==> config.mk <==
export PLATFORM = sky130hd
export DESIGN_NAME = sine_display_seq_flat
export DESIGN_NICKNAME = d
export VERILOG_FILES = /design/src/rtl/sine_disp_pkg.sv /design/src/rtl/sine_display_seq_if.sv /design/src/rtl/bcd_serial_conv.sv /design/src/rtl/sine_display_seq.sv /design/src/flat_wrapper.sv
export SDC_FILE = /design/constraint.sdc
export NUM_CORES = 1
export LEC_CHECK = 0
export CORE_MARGIN = 4
export CORE_UTILIZATION = 53
export CTS_CLUSTER_DIAMETER = 100
export CTS_CLUSTER_SIZE = 25
export DETAILED_ROUTE_END_ITERATION = 16
export HOLD_SLACK_MARGIN = 0.12
export PLACE_DENSITY = 0.81
export SETUP_SLACK_MARGIN = 0.05
export SYNTH_ARGS = -nofsm -noshare
export SYNTH_HDL_FRONTEND = slang
export SYNTH_HIERARCHICAL = 1
export SYNTH_SLANG_ARGS = --single-unit
==> constraint.sdc <==
create_clock -name CLOCK_50 -period 3.7 [get_ports CLOCK_50]
set_clock_uncertainty 0.15 [all_clocks]
set_input_delay 0.925 -clock CLOCK_50 [delete_from_list [all_inputs] [get_ports CLOCK_50]]
set_output_delay 0.925 -clock CLOCK_50 [all_outputs]
set_load 0.03 [all_outputs]
==> src/rtl/sine_disp_pkg.sv <==
// Shared types, defaults and elaboration helpers for the sine display sequencer.
package sine_disp_pkg;

  typedef enum logic [2:0] {
    S_IDLE,
    S_ADDR,
    S_WAIT,
    S_CONV,
    S_LOAD
  } state_e;

  // 10 Hz sample rate from a 50 MHz clock.
  localparam int unsigned TickDivDefault = 5_000_000;

  // Number of decimal digits needed to show 2^data_w-1.
  function automatic int unsigned digits_needed(int unsigned data_w);
    longint unsigned v;
    int unsigned     n;
    v = (64'd1 << data_w) - 64'd1;
    n = 1;
    while (v >= 64'd10) begin
      v = v / 64'd10;
      n++;
    end
    return n;
  endfunction

endpackage

==> src/rtl/sine_display_seq_if.sv <==
// ROM read bus between the sequencer (master) and the sine-table ROM (slave).
interface sine_display_seq_if #(
  parameter int unsigned ADDR_W = 10,
  parameter int unsigned DATA_W = 10
);
  logic [ADDR_W-1:0] ROM_ADDR;
  logic [DATA_W-1:0] ROM_DATA;

  modport master (output ROM_ADDR, input ROM_DATA);
  modport slave  (input ROM_ADDR, output ROM_DATA);
endinterface

==> src/rtl/bcd_serial_conv.sv <==
// Iterative shift-add-3 binary to BCD converter, one bit per clock.
// done_o marks the final iteration; bcd_o holds the result from the next cycle on.
module bcd_serial_conv #(
  parameter int unsigned DATA_W = 10,
  parameter int unsigned DIGITS = 4
) (
  input  logic                clk_i,
  input  logic                rst_ni,
  input  logic                start_i,
  input  logic [DATA_W-1:0]   bin_i,
  output logic                busy_o,
  output logic                done_o,
  output logic [4*DIGITS-1:0] bcd_o
);
  localparam int unsigned CntW = $clog2(DATA_W + 1);
  localparam int unsigned BcdW = 4 * DIGITS;

  logic [DATA_W-1:0] bin_q, bin_d;
  logic [BcdW-1:0]   acc_q, acc_d, adj;
  logic [CntW-1:0]   cnt_q, cnt_d;

  // Add 3 to every digit >= 5 so that the following doubling carries correctly.
  always_comb begin
    adj = acc_q;
    for (int k = 0; k < int'(DIGITS); k++) begin
      if (acc_q[4*k +: 4] >= 4'd5) adj[4*k +: 4] = acc_q[4*k +: 4] + 4'd3;
    end
  end

  // Load on start, otherwise run one iteration per clock until the counter empties.
  always_comb begin
    bin_d = bin_q;
    acc_d = acc_q;
    cnt_d = cnt_q;
    if (start_i) begin
      bin_d = bin_i;
      acc_d = '0;
      cnt_d = CntW'(DATA_W);
    end else if (cnt_q != '0) begin
      acc_d = BcdW'({adj, bin_q[DATA_W-1]});
      bin_d = bin_q << 1;
      cnt_d = cnt_q - CntW'(1);
    end
  end

  // Datapath and iteration counter registers.
  always_ff @(posedge clk_i or negedge rst_ni) begin
    if (!rst_ni) begin
      bin_q <= '0;
      acc_q <= '0;
      cnt_q <= '0;
    end else begin
      bin_q <= bin_d;
      acc_q <= acc_d;
      cnt_q <= cnt_d;
    end
  end

  assign busy_o = (cnt_q != '0);
  assign done_o = (cnt_q == CntW'(1));
  assign bcd_o  = acc_q;
endmodule

==> src/rtl/sine_display_seq.sv <==
// Sequencer: sample tick -> ROM read -> serial BCD conversion -> display registers.
module sine_display_seq
  import sine_disp_pkg::*;
#(
  parameter int unsigned ADDR_W   = 10,
  parameter int unsigned DATA_W   = 10,
  parameter int unsigned DIGITS   = 4,
  parameter int unsigned ROM_LAT  = 1,
  parameter int unsigned TICK_DIV = TickDivDefault
) (
  input  logic                      CLOCK_50,
  input  logic                      RESET_N,
  input  logic                      MODE,
  input  logic [ADDR_W-1:0]         ADDR_IN,
  input  logic [ADDR_W-1:0]         STEP,
  sine_display_seq_if.master        rom_if,
  output logic [4*DIGITS-1:0]       BCD,
  output logic [DATA_W-1:0]         SAMPLE,
  output logic                      BUSY,
  output logic                      DONE,
  output logic                      OVERRUN
);
  localparam int unsigned PreW = $clog2(TICK_DIV);
  localparam int unsigned LatW = (ROM_LAT > 1) ? $clog2(ROM_LAT) : 1;

  if (DIGITS < digits_needed(DATA_W)) begin : g_digits_chk
    $error("DIGITS too small for the largest DATA_W sample");
  end
  if (ROM_LAT < 1 || TICK_DIV < 2) begin : g_param_chk
    $error("ROM_LAT must be >= 1 and TICK_DIV >= 2");
  end

  state_e              state_q, state_d;
  logic [PreW-1:0]     pre_q, pre_d;
  logic                pending_q, pending_d, overrun_q, overrun_d;
  logic                mode_q, mode_d;
  logic [ADDR_W-1:0]   phase_q, phase_d, rom_addr_q, rom_addr_d;
  logic [LatW-1:0]     wait_q, wait_d;
  logic [DATA_W-1:0]   data_q, data_d, sample_q, sample_d;
  logic [4*DIGITS-1:0] bcd_q, bcd_d, conv_bcd;
  logic                tick, consume, conv_start, conv_busy, conv_done;

  // Prescaler and one-deep tick queue; a tick landing on a live pending flag is an overrun.
  always_comb begin
    tick      = (pre_q == PreW'(TICK_DIV - 1));
    pre_d     = tick ? '0 : pre_q + PreW'(1);
    consume   = (state_q == S_IDLE) && pending_q;
    pending_d = tick | (pending_q & ~consume);
    overrun_d = overrun_q | (tick & pending_q & ~consume);
  end

  // FSM next state and datapath loads.
  always_comb begin
    state_d    = state_q;
    phase_d    = phase_q;
    mode_d     = mode_q;
    rom_addr_d = rom_addr_q;
    wait_d     = wait_q;
    data_d     = data_q;
    bcd_d      = bcd_q;
    sample_d   = sample_q;
    conv_start = 1'b0;
    unique case (state_q)
      S_IDLE: begin
        if (pending_q) begin
          // Sweep only advances if the previous start was also in sweep mode.
          mode_d  = MODE;
          phase_d = (MODE && mode_q) ? phase_q + STEP : ADDR_IN;
          state_d = S_ADDR;
        end
      end
      S_ADDR: begin
        rom_addr_d = phase_q;
        wait_d     = LatW'(ROM_LAT - 1);
        state_d    = S_WAIT;
      end
      S_WAIT: begin
        if (wait_q == '0) begin
          conv_start = 1'b1;
          data_d     = rom_if.ROM_DATA;
          state_d    = S_CONV;
        end else begin
          wait_d = wait_q - LatW'(1);
        end
      end
      S_CONV: begin
        if (conv_done || !conv_busy) state_d = S_LOAD;
      end
      S_LOAD: begin
        bcd_d    = conv_bcd;
        sample_d = data_q;
        state_d  = S_IDLE;
      end
      default: state_d = S_IDLE;
    endcase
  end

  // All sequencer state; reset aborts any run in flight and drops the pending tick.
  always_ff @(posedge CLOCK_50 or negedge RESET_N) begin
    if (!RESET_N) begin
      state_q    <= S_IDLE;
      pre_q      <= '0;
      pending_q  <= 1'b0;
      overrun_q  <= 1'b0;
      mode_q     <= 1'b0;
      phase_q    <= '0;
      rom_addr_q <= '0;
      wait_q     <= '0;
      data_q     <= '0;
      bcd_q      <= '0;
      sample_q   <= '0;
    end else begin
      state_q    <= state_d;
      pre_q      <= pre_d;
      pending_q  <= pending_d;
      overrun_q  <= overrun_d;
      mode_q     <= mode_d;
      phase_q    <= phase_d;
      rom_addr_q <= rom_addr_d;
      wait_q     <= wait_d;
      data_q     <= data_d;
      bcd_q      <= bcd_d;
      sample_q   <= sample_d;
    end
  end

  bcd_serial_conv #(
    .DATA_W (DATA_W),
    .DIGITS (DIGITS)
  ) u_conv (
    .clk_i   (CLOCK_50),
    .rst_ni  (RESET_N),
    .start_i (conv_start),
    .bin_i   (rom_if.ROM_DATA),
    .busy_o  (conv_busy),
    .done_o  (conv_done),
    .bcd_o   (conv_bcd)
  );

  assign rom_if.ROM_ADDR = rom_addr_q;
  assign BCD             = bcd_q;
  assign SAMPLE          = sample_q;
  assign BUSY            = (state_q != S_IDLE);
  assign DONE            = (state_q == S_LOAD);
  assign OVERRUN         = overrun_q;
endmodule
==> src/flat_wrapper.sv <==
// flat-port wrapper written by rule: the top's interface ports become plain ports
module sine_display_seq_flat import sine_disp_pkg::*;
#(
  parameter int unsigned ADDR_W   = 10,
  parameter int unsigned DATA_W   = 10,
  parameter int unsigned DIGITS   = 4,
  parameter int unsigned ROM_LAT  = 1,
  parameter int unsigned TICK_DIV = TickDivDefault
)
  (CLOCK_50, RESET_N, MODE, ADDR_IN, STEP, BCD, SAMPLE, BUSY, DONE, OVERRUN, rom_if_ROM_ADDR, rom_if_ROM_DATA);
  sine_display_seq_if #(.ADDR_W(ADDR_W), .DATA_W(DATA_W)) rom_if_i ();
  input  logic CLOCK_50;
  input  logic RESET_N;
  input  logic MODE;
  input  logic [ADDR_W-1:0] ADDR_IN;
  input  logic [ADDR_W-1:0] STEP;
  output logic [4*DIGITS-1:0] BCD;
  output logic [DATA_W-1:0] SAMPLE;
  output logic BUSY;
  output logic DONE;
  output logic OVERRUN;
  output wire logic [$bits(rom_if_i.ROM_ADDR)-1:0] rom_if_ROM_ADDR;
  input wire logic [$bits(rom_if_i.ROM_DATA)-1:0] rom_if_ROM_DATA;
  assign rom_if_ROM_ADDR = rom_if_i.ROM_ADDR;
  assign rom_if_i.ROM_DATA = rom_if_ROM_DATA;
  sine_display_seq #(.ADDR_W(ADDR_W), .DATA_W(DATA_W), .DIGITS(DIGITS), .ROM_LAT(ROM_LAT), .TICK_DIV(TICK_DIV)) u_core (.CLOCK_50(CLOCK_50), .RESET_N(RESET_N), .MODE(MODE), .ADDR_IN(ADDR_IN), .STEP(STEP), .rom_if(rom_if_i), .BCD(BCD), .SAMPLE(SAMPLE), .BUSY(BUSY), .DONE(DONE), .OVERRUN(OVERRUN));
endmodule
# --- Word level (Yosys, flattened, before mapping) ---
# Index checks and enable logic that the tools add are counted.
word_totals:
  register_bits: 116
  input_bits: 33
classes:
  add_sub_neg: 8
  magnitude_cmp: 4
  eq_ne: 9
  muxes: 20
  bitwise_logic: 7
  n_reduce_logical: 12
ops:
  columns: ["cell", "count"]
  rows:
  - ["16-bit two-way mux", 2]
  - ["10-bit two-way mux", 3]
  - ["23-bit by 1-bit adder with 23-bit output (second input constant)", 1]
  - ["23-bit == test (second input constant)", 1]
  - ["23-bit two-way mux", 1]
  - ["4-bit two-way mux", 5]
  - ["4-bit by 3-bit >= comparator with 1-bit output (second input constant)", 4]
  - ["4-bit by 2-bit adder with 4-bit output (second input constant)", 3]
  - ["3-bit two-way mux", 4]
  - ["3-bit one-hot mux with 4 select lines", 1]
  - ["10-bit adder", 1]
  - ["3-bit by 2-bit == test with 1-bit output (second input constant)", 2]
  - ["4-bit by 1-bit == test with 1-bit output (second input constant)", 1]
  - ["2-bit by 1-bit != test with 1-bit output (second input constant)", 2]
  - ["2-bit AND reduction", 2]
  - ["2-bit nonzero test", 2]
  - ["4-bit nonzero test", 1]
  - ["4-bit by 1-bit subtractor with 4-bit output (second input constant)", 1]
  - ["3-bit by 2-bit adder with 3-bit output (second input constant)", 1]
  - ["1-bit AND", 3]
  - ["3-bit by 1-bit == test with 1-bit output (second input constant)", 1]
  - ["3-bit == test (second input constant)", 1]
  - ["3-bit zero test", 1]
  - ["1-bit two-way mux", 3]
  - ["10 further kinds", 13]

# --- Depth between registers and ports, before layout ---
# Gate-level depths: netlist (run 1).
logic_depth:
  word_depth: 5
  ltp_mapped: 10
  depth_no_buf: 8

# --- By module ---
# Netlist (run 1), hierarchy kept.
by_module_without_submodules:
  columns: ["module", "instances", "cells_each", "area_each_um2"]
  rows:
  - ["sine_display_seq", 1, 320, 3901.2]
  - ["bcd_serial_conv", 1, 189, 1810.5]

# --- Least setup slack after synthesis (run 1) ---
# OpenSTA, ideal clock, no wires.
synth_timing:
  path_kind: "input -> register"
  from: "input port STEP[0]"
  to: "register u_core.phase_q[8]"
  setup_time_ns: 0.104
  arrival_ns: 2.489
  required_ns: 3.446
  slack_ns: 0.958
  cell_stages: 8
  cell_sequence: "ha_1 -> fa_1 -> a21o_1 -> a21oi_1 -> o31ai_1 -> a21oi_1 -> xor2_1 -> a221oi_1"
synth_via:
  elab_chain_cells: 2
synth_rtl:
  columns: ["item", "line_no", "rtl"]
  rows:
  - ["start, declared", "flat_wrapper.sv:16", "input logic [ADDR_W-1:0] STEP;"]
  - ["10-bit adder", "sine_display_seq.sv:68", "phase_d = (MODE && mode_q) ? phase_q + STEP : ADDR_IN;"]
  - ["10-bit two-way mux", "sine_display_seq.sv:68", null]
  - ["end signal, assigned", "sine_display_seq.sv:118", "phase_q <= phase_d;"]
  - ["end, declared", "sine_display_seq.sv:37", "logic [ADDR_W-1:0] phase_q, phase_d, rom_addr_q, rom_addr_d;"]
# Every way passes these cells.
# A chain may end at the register's enable or synchronous reset.

# --- Worst setup path after layout (run 1) ---
layout_timing:
  from: "register u_core.state_q[1]"
  to: "output port BUSY"
layout_via:
  elab_chain_cells: 1
layout_rtl:
  columns: ["item", "line_no", "rtl"]
  rows:
  - ["start, declared", "sine_display_seq.sv:33", "state_e state_q, state_d;"]
  - ["start signal, assigned", "sine_display_seq.sv:113", "state_q <= state_d;"]
  - ["3-bit nonzero test", "sine_display_seq.sv:143", "assign BUSY = (state_q != S_IDLE);"]
  - ["end, declared", "flat_wrapper.sv:19", "output logic BUSY;"]
# Every way passes these cells.

==> reports/qor.txt, run 1 <==
#FFs+latches synth -> 115
minimum clock period -> 3.160 ns
Via density -> 5.589
Cells after Synth -> 509
Core Util, Final -> 68.49%
TritonCTS clock tree -> done
RD Place Congestion -> 0.8931
clock buffer depth -> 2
Fin Hold WS -> 0.3312 ns
ant diodes -> 0
TritonCTS buffer count -> 17
Final HPWL DP -> 7922 um
Final Max Tran Viols -> 0
die area -> 12500 um2
CP Launch Point -> u_core/state_q[1]
Post-synth top flop -> dfrtp_1
startpoint types -> flip-flop
slew at the pin closest to its max-slew limit -> 0.9421 ns
CP peak stage delay -> 0.62 ns
PwrDens -> 422.8 nW/um2
status -> finished clean
nets -> 639
Clock Latency Late Sink -> 0.51 ns
WL final -> 11810 um
CTS clk-pin slew, worst paths -> 0.06 ns
syn avg cell area -> 11.22 um2
# IOs -> 72
total negative slack -> 0 ns
antenna violations before repair -> 0
Synth-to-Final Area Change -> 24.91%
total number of vias -> 4102
relative slew slack -> 37.20%
f_max -> 0.3164 GHz
Max FO, Critical Path -> 6
placed inst area -> 6529 um2
largest net degree at the start of global routing -> 77
post-route cell area -> 7134 um2
Resized Gates After CTS -> 0
Clock Sinks -> 115
hold path start -> u_core/OVERRUN
buffers inserted by post-CTS timing repair -> 0
critical path capture point type -> output port
share of cells above drive strength 1 -> 18.06%
Max VDD drop -> 233.6 uV
GRT Util Overall -> 19.61%
Initial Util -> 54.83%
post-synthesis async set-or-reset flop share -> 100.0%
CP cell instances -> nor3_1, inv_1, clkdlybuf4s50_1
delay-heaviest family, CP -> buffers and inverters
Remaining DRCs -> 0
vias in the first global route -> 4213
cts hold-fix bufs -> 0
FP Rows -> 37
RSZ-0062 raised after global routing -> no
slowest CP cell -> clkdlybuf4s50_1
post-DR wirelength/cell -> 16.09 um
critical path data required time -> 2.62 ns
Post-synth EDFFs -> 0
H-tree depth -> 4
sequential element share of the synthesized area -> 50.38%
antenna viol nets, final -> 0
port bufs -> 71
Yosys warnings -> 6
reg2reg start -> u_core/phase_q[0]
Die W -> 111.8 um
count of different cell masters after synthesis -> 61
critical setup path kind -> flip-flop to output port
die height -> 111.8 um
Final period util -> 85.41%
Iter 0 DRT Violations -> 200
endpoints failing hold -> 0
Core ar. -> 10420 um2
HP Class -> flip-flop to flip-flop
Buf/Inv on CP -> 2
Critical Path AT -> 2.09 ns
P_leak -> 0.003221 uW
max cap viols -> 0
iteration count of the initial detailed-routing pass -> 5
mapped cell area -> 5712 um2
first-pass GRT wire length -> 20090 um
grt total ovfl -> 0
setup violators final -> 0
syn_nets -> 563
root buffer cell -> clkbuf_8
==> cell usage after synthesis (2+ instances only) <==
master       n  area (um2)
dfrtp_1    115        2878
mux2_2      46       518.0
nand2_1     44       165.2
nor2_1      31       116.4
o21ai_0     27       135.1
a21oi_1     20       100.1
ha_1        20       250.2
inv_1       20       75.07
xor2_1      16       140.1
nand3_1     15       75.07
mux2i_1     13       130.1
nor2b_1     12       75.07
xnor2_1     11       96.34
or3_1       10       62.56
buf_2        8       40.04
o2111ai_1    6       52.55
a21o_1       5       37.54
buf_6        5       56.30
clkbuf_1     5       18.77
nor3_1       5       25.02
o21ai_1      5       25.02
and3_1       4       25.02
nand3b_1     4       30.03
o21a_1       4       30.03
a311oi_2     3       45.04
nand2b_1     3       18.77
o211ai_1     3       22.52
o211ai_2     3       37.54
or3_2        3       22.52
a2111oi_0    2       17.52
a211o_1      2       17.52
a211oi_1     2       15.01
and2_1       2       12.51
nand3_2      2       20.02
nand4_1      2       12.51
nor2_2       2       12.51
nor3b_1      2       15.01
nor3b_4      2       37.54
nor4bb_1     2       20.02
o21bai_1     2       15.01
==> cell type report <==
cell class | instances | area [um2]
fillers | 770 | 3282
flip-flops and latches | 115 | 2878
multi-input cells | 354 | 2644
repair buffers | 76 | 758.2
clock buffers | 18 | 417.9
clock inverters | 14 | 187.7
well taps | 136 | 170.2
inverters | 21 | 78.83
==> cells in the final DEF (no fill, tap or decap), types with 3 or more instances in the layout <==
cell type / n
nand3_1: 15
nand2b_1: 3
clkinv_2: 4
and3_1: 4
or3_2: 3
nand3b_1: 4
clkbuf_16: 16
clkdlybuf4s50_1: 70
nand2_1: 44
nor2_1: 30
mux2_2: 46
a311oi_2: 3
o21a_1: 4
a21o_1: 5
o2111ai_1: 6
o211ai_1: 3
bufinv_16: 4
dfrtp_1: 115
mux2i_1: 13
or3_1: 10
inv_1: 20
o211ai_2: 3
ha_1: 20
buf_4: 5
nor3_1: 5
xnor2_1: 11
nor2b_1: 12
clkinvlp_4: 4
o21ai_0: 27
xor2_1: 16
a21oi_1: 20
o21ai_1: 5
==> sequential cells by signal (all words and copies together), names as in the netlist <==
name                    cells
u_core/mode_q               1
u_core/rom_if.ROM_ADDR     10
u_core/u_conv/cnt_q         4
u_core/u_conv/bcd_o        16
u_core/u_conv/bin_q        10
u_core/SAMPLE              10
u_core/BCD                 16
u_core/phase_q             10
u_core/pre_q               23
u_core/OVERRUN              1
u_core/pending_q            1
u_core/state_q              3
u_core/data_q              10
==> worst paths after layout <==
kind	cells past startpoint	to	slack (ns)
worst min register to register	1	u_core/OVERRUN	0.33
worst max-delay path	3	BUSY	0.54
min in group asynchronous	1	u_core/rom_if.ROM_ADDR[1]	0.42
worst min-delay path	1	u_core/OVERRUN	0.33
worst max register to register	8	u_core/phase_q[8]	1.33
max in group asynchronous	2	u_core/u_conv/bin_q[0]	2.27
==> stage by stage <==
step	setup slack, ns	instances	total power [uW]
6_report	0.5397	734	3016
5_1_grt	0.4107	734	3129
4_1_cts	0.5333	734	3050
3_5_place_dp	0.3778	702	1389
3_3_place_gp	0.4220	702	1387
2_1_floorplan	0.9576	509	1319
==> per-layer routing <==
metal	wire [um]	vias up	share of wire [%]	track usage, %
met2	6167	67	52	33.29
met5	0	-	0	0
met1	5094	2078	43	24.19
met4	157	0	1.3	6.407
li1	-	1947	-	-
met3	391	10	3.3	5.598
==> power by group <==
part | internal [uW] | total, uW | switching, uW
clock | 1090 | 1650 | 562
sequential | 1260 | 1260 | 0
combinational | 51.9 | 108 | 55.6
==> logic make-up (layout without fill, tap and decap cells) <==
| logic type | count (synthesis) | after routing | synth area share (%) |
|---|---|---|---|
| flip-flops | 115 | 115 | 50.38 |
| adder cells (fa/ha/maj) | 21 | 21 | 4.732 |
| buffers and inverters | 40 | 129 | 3.461 |
| AND/OR/NAND/NOR | 156 | 156 | 15.22 |
| AO/OA/AOI/OAI | 91 | 91 | 10.71 |
| multiplexers | 59 | 59 | 11.35 |
| XOR/XNOR | 27 | 27 | 4.140 |
Power figures use the tool's default switching activity.
==> run 2, diff against run 1 <==
==> constraint.sdc (replaced) <==
create_clock -name CLOCK_50 -period 3.1 [get_ports CLOCK_50]
set_clock_uncertainty 0.15 [all_clocks]
set_input_delay 0.775 -clock CLOCK_50 [delete_from_list [all_inputs] [get_ports CLOCK_50]]
set_output_delay 0.775 -clock CLOCK_50 [all_outputs]
set_load 0.1 [all_outputs]
==> reports/qor.txt, run 2 (synthesis results as in run 1) <==
endpoints failing hold -> 0
RD Place Congestion -> 0.8708
die height -> 111.8 um
Worst R2R Setup Slack -> 0.81 ns
FP Rows -> 37
startpoint types -> primary input
Critical Path AT -> 2.82 ns
max cap viols -> 0
Final Max Tran Viols -> 0
Resized Gates After CTS -> 0
CP peak stage delay -> 0.43 ns
critical setup path kind -> primary input to flip-flop
WL final -> 11680 um
buffers inserted by post-CTS timing repair -> 0
Die W -> 111.8 um
Max VDD drop -> 348.5 uV
Clock Sinks -> 115
PwrDens -> 517.7 nW/um2
ant diodes -> 0
setup slack after layout -> 0.5156 ns
H-tree depth -> 4
total negative slack -> 0 ns
antenna viol nets, final -> 0
TritonCTS buffer count -> 17
GRT Util Overall -> 19.67%
root buffer cell -> clkbuf_8
Max FO, Critical Path -> 3
pre-CTS setup slack -> 0.01519 ns
Remaining DRCs -> 0
port bufs -> 71
grt total ovfl -> 0
Pwr Total -> 3676 uW
total number of vias -> 4104
largest net degree at the start of global routing -> 62
number of flip-flops in the largest register -> 23
critical path capture point type -> flip-flop
Final HPWL DP -> 7848 um
most common cell after layout, fill and taps aside -> dfrtp_1
f_max -> 0.3869 GHz
commonest non-fill, non-tap cells in the layout -> dfrtp_1 (115), mux2_2 (46), buf_4 (44), nand2_1 (44), clkdlybuf4s50_1 (31)
RSZ-0062 raised after global routing -> no
Fill cells -> 733
antenna violations before repair -> 0
TritonCTS clock tree -> done
Initial Util -> 54.83%
clock buffer depth -> 2
iteration count of the initial detailed-routing pass -> 4
die area -> 12500 um2
share of cells above drive strength 1 -> 24.83%
setup violators final -> 0
first-pass GRT wire length -> 20270 um
vias in the first global route -> 4247
Core Util, Final -> 68.17%
Top reg by flops -> u_core/pre_q
slowest CP cell -> fa_1
CP Launch Point -> STEP[0]
cts hold-fix bufs -> 0
minimum clock period -> 2.584 ns
Final period util -> 83.37%
HP Class -> primary input to asynchronous set/reset pin
relative slew slack -> 50.98%
CTS clk-pin slew, worst paths -> 0.05 ns
reg2reg end -> u_core/phase_q[6]
status -> finished clean
Via density -> 5.576
Synth-to-Final Area Change -> 24.32%
P_leak -> 0.003323 uW
nets -> 641
Iter 0 DRT Violations -> 263
reg2reg start -> u_core/phase_q[0]
Core ar. -> 10420 um2
critical path data required time -> 3.34 ns
reg2reg path depth -> 8
slew at the pin closest to its max-slew limit -> 0.7298 ns
# IOs -> 72
CP cell instances -> clkdlybuf4s50_1, ha_1, fa_1, a211oi_1, o21bai_1, a21oi_1, xor2_1, o21ai_0, o21a_1
Clock Latency Late Sink -> 0.50 ns
post-DR wirelength/cell -> 15.87 um
## run 2: where the power goes
| group | internal, uW | switching [uW] |
|---|---|---|
| Sequential | 1500 | 0 |
| Clock | 1380 | 664 |
| Combinational | 63.7 | 66.0 |
| Total | 2950 | 730 |
## run 2: worst max path at each step
stage	end	slack, ns	depth (start not counted)
4_1_cts	u_core/phase_q[6]	0.53	9
2_1_floorplan	u_core/phase_q[8]	0.51	8
5_1_grt	u_core/phase_q[4]	0.41	10
3_5_place_dp	u_core/phase_q[6]	0.02	9
6_report	u_core/phase_q[6]	0.52	9
3_3_place_gp	u_core/phase_q[8]	0.01	9
## run 2: layer usage
layer / vias up / global-route usage [%] / share of wire [%]
li1: 1962 / - / -
met1: 2059 / 24.77 / 42
met2: 77 / 33.85 / 54
met3: 6 / 5.163 / 3.5
met4: 0 / 4.947 / 0.58
met5: - / 0 / 0
## run 2: metrics by stage
| step | std cells | instance area (um2) | hold WS, ns |
|---|---|---|---|
| finish | 736 | 7101 | 0.1883 |
| global route | 736 | 7101 | 0.2178 |
| CTS | 736 | 7101 | 0.1974 |
| detailed placement | 704 | 6471 | 0.3336 |
| global placement | 704 | 6471 | 0.3175 |
| floorplan | 509 | 5712 | 0.2993 |
## run 2: cell type report
type                    count  area, um2  area share, %
clock buffers              18      417.9          5.885
well taps                 136      170.2          2.396
repair buffers             78      700.7          9.868
clock inverters            14      211.5          2.978
multi-input cells         354       2644          37.23
flip-flops and latches    115       2878          40.53
inverters                  21      78.83          1.110
## run 2: critical path: cells and delay by family
family          cells  cell delay (ns)
buf+inv             1             0.40
fa+ha+maj           2             0.65
xor+xnor            1             0.17
compound gates      5             0.83
==> run 3, diff against run 2 <==
- clock period: 3.1 -> 2.46 ns (I/O delays scaled with it)
==> reports/qor.txt, run 3 (synthesis results as in run 1) <==
status -> finished clean
number of flip-flops in the largest register -> 23
setup slack after layout -> 0.1179 ns
slew at the pin closest to its max-slew limit -> 0.6422 ns
Critical Path AT -> 2.60 ns
root buffer cell -> clkbuf_8
f_max -> 0.4270 GHz
placed inst area -> 6658 um2
combinational fraction of design power -> 4.1%
critical path capture point type -> flip-flop
critical path data required time -> 2.72 ns
first-pass GRT wire length -> 21400 um
Die W -> 111.8 um
Clock Latency Late Sink -> 0.51 ns
Core ar. -> 10420 um2
die area -> 12500 um2
TritonCTS clock tree -> done
buffers inserted by post-CTS timing repair -> 0
commonest non-fill, non-tap cells in the layout -> dfrtp_1 (115), buf_4 (63), mux2_2 (46)
H-tree depth -> 4
ant diodes -> 0
minimum clock period -> 2.342 ns
port bufs -> 71
Top reg by flops -> u_core/pre_q
clock buffer depth -> 2
setup violators final -> 0
Clock Sinks -> 115
Initial Util -> 54.83%
P_leak -> 0.003457 uW
grt total ovfl -> 0
Final HPWL DP -> 8401 um
reg2reg start -> u_core/phase_q[0]
endpoints failing hold -> 0
Max FO, Critical Path -> 3
die height -> 111.8 um
antenna viol nets, final -> 0
Synth-to-Final Area Change -> 28.13%
iteration count of the initial detailed-routing pass -> 4
vias in the first global route -> 4473
PwrDens -> 631.8 nW/um2
Iter 0 DRT Violations -> 205
RD Place Congestion -> 0.8606
WL final -> 12670 um
antenna violations before repair -> 0
total number of vias -> 4243
share of cells above drive strength 1 -> 28.62%
RSZ-0062 raised after global routing -> yes
nets -> 663
Fill cells -> 710
Via density -> 5.598
FP Rows -> 37
register area -> 2878 um2
Remaining DRCs -> 0
Fin Hold WS -> 0.3046 ns
startpoint types -> primary input
switching power total -> 980.4 uW
Switching Share -> 21.21%
cell internal pwr -> 3643 uW
GRT Util Overall -> 21.01%
multi-input logic area -> 2678 um2
CTS clk-pin slew, worst paths -> 0.06 ns
largest net degree at the start of global routing -> 69
post-DR wirelength/cell -> 16.72 um
relative slew slack -> 57.09%
HP Class -> primary input to asynchronous set/reset pin
critical setup path kind -> primary input to flip-flop
Reg power frac -> 40.9%
clock network fraction of design power -> 54.9%
reg2reg path depth -> 8
max cap viols -> 0
reg2reg end -> u_core/phase_q[8]
Worst R2R Setup Slack -> 0.23 ns
most common cell after layout, fill and taps aside -> dfrtp_1
post-route cell area -> 7318 um2
Final Max Tran Viols -> 0
TritonCTS buffer count -> 17
Max VDD drop -> 411.3 uV
pre-CTS setup slack -> -0.4801 ns
# IOs -> 72
Final period util -> 95.21%
-- run 3: cell count changes in the layout (fill, tap and decap cells not counted), moves of 2 or more --
| cell | delta |
|---|---|
| buf_4 | +19 |
| buf_12 | +2 |
| clkinvlp_4 | -3 |
| clkinv_4 | +3 |
| inv_6 | +3 |
-- run 3: cell type report --
type	instances	share of cell area, %
Sequential cell	115	39.32
Inverter	21	1.077
Clock inverter	15	2.821
Multi-Input combinational cell	354	36.59
Tap cell	136	2.325
Clock buffer	17	5.659
Timing Repair Buffer	100	12.21
-- run 3: repair_timing --
item                                    in CTS  in global routing
endpoints found under the hold margin      115                  0
endpoints found under the setup margin       2                  6
resized for setup                            2                  6
hold buffers                                 1                  0
-- run 3: power by group through the flow --
stage          combinational (uW)  clock, uW  sequential [uW]
2_1_floorplan                57.5          0             1930
3_3_place_gp                  181          0             1930
3_5_place_dp                  185          0             1930
4_1_cts                       188       2570             1890
5_1_grt                       209       2670             1890
6_report                      190       2540             1890
-- run 3: how the worst max path moves through the flow --
stage                 startpoint  cells after the start           endpoint
2_1_floorplan            STEP[0]                      8  u_core/phase_q[8]
3_3_place_gp             STEP[0]                      9  u_core/phase_q[8]
3_5_place_dp             STEP[0]                      9  u_core/phase_q[8]
4_1_cts        u_core/state_q[0]                      3               DONE
5_1_grt                  STEP[0]                      9  u_core/phase_q[8]
6_report                 STEP[0]                      9  u_core/phase_q[8]
-- run 3: worst max-delay path, stage by stage --
cell,delay (ns)
clkdlybuf4s50_1,0.40
ha_1,0.24
fa_2,0.38
a21o_1,0.20
a21oi_2,0.17
o31ai_1,0.09
a21oi_1,0.17
xor2_1,0.08
a221oi_1,0.25
-- run 3: metrics by stage --
step / std cells / total power (uW) / utilization, % / TNS [ns]
after floorplan: 509 / 1984 / - / 0
after global placement: 725 / 2107 / 63.92 / -1.826
after detailed placement: 725 / 2111 / 63.92 / -2.509
after CTS: 758 / 4652 / 70.03 / 0
after global routing: 758 / 4767 / 70.26 / 0
final: 758 / 4624 / 70.26 / 0
-- run 3: metal layers --
layer / vias up / GRT usage, % / share of wire, % / wire length, um
met4: 0 / 8.921 / 3.0 / 384
met3: 37 / 5.217 / 3.8 / 477
met1: 2104 / 24.92 / 41 / 5184
li1: 2001 / - / - / -
met5: - / 0 / 0 / 0
met2: 101 / 36.33 / 52 / 6623
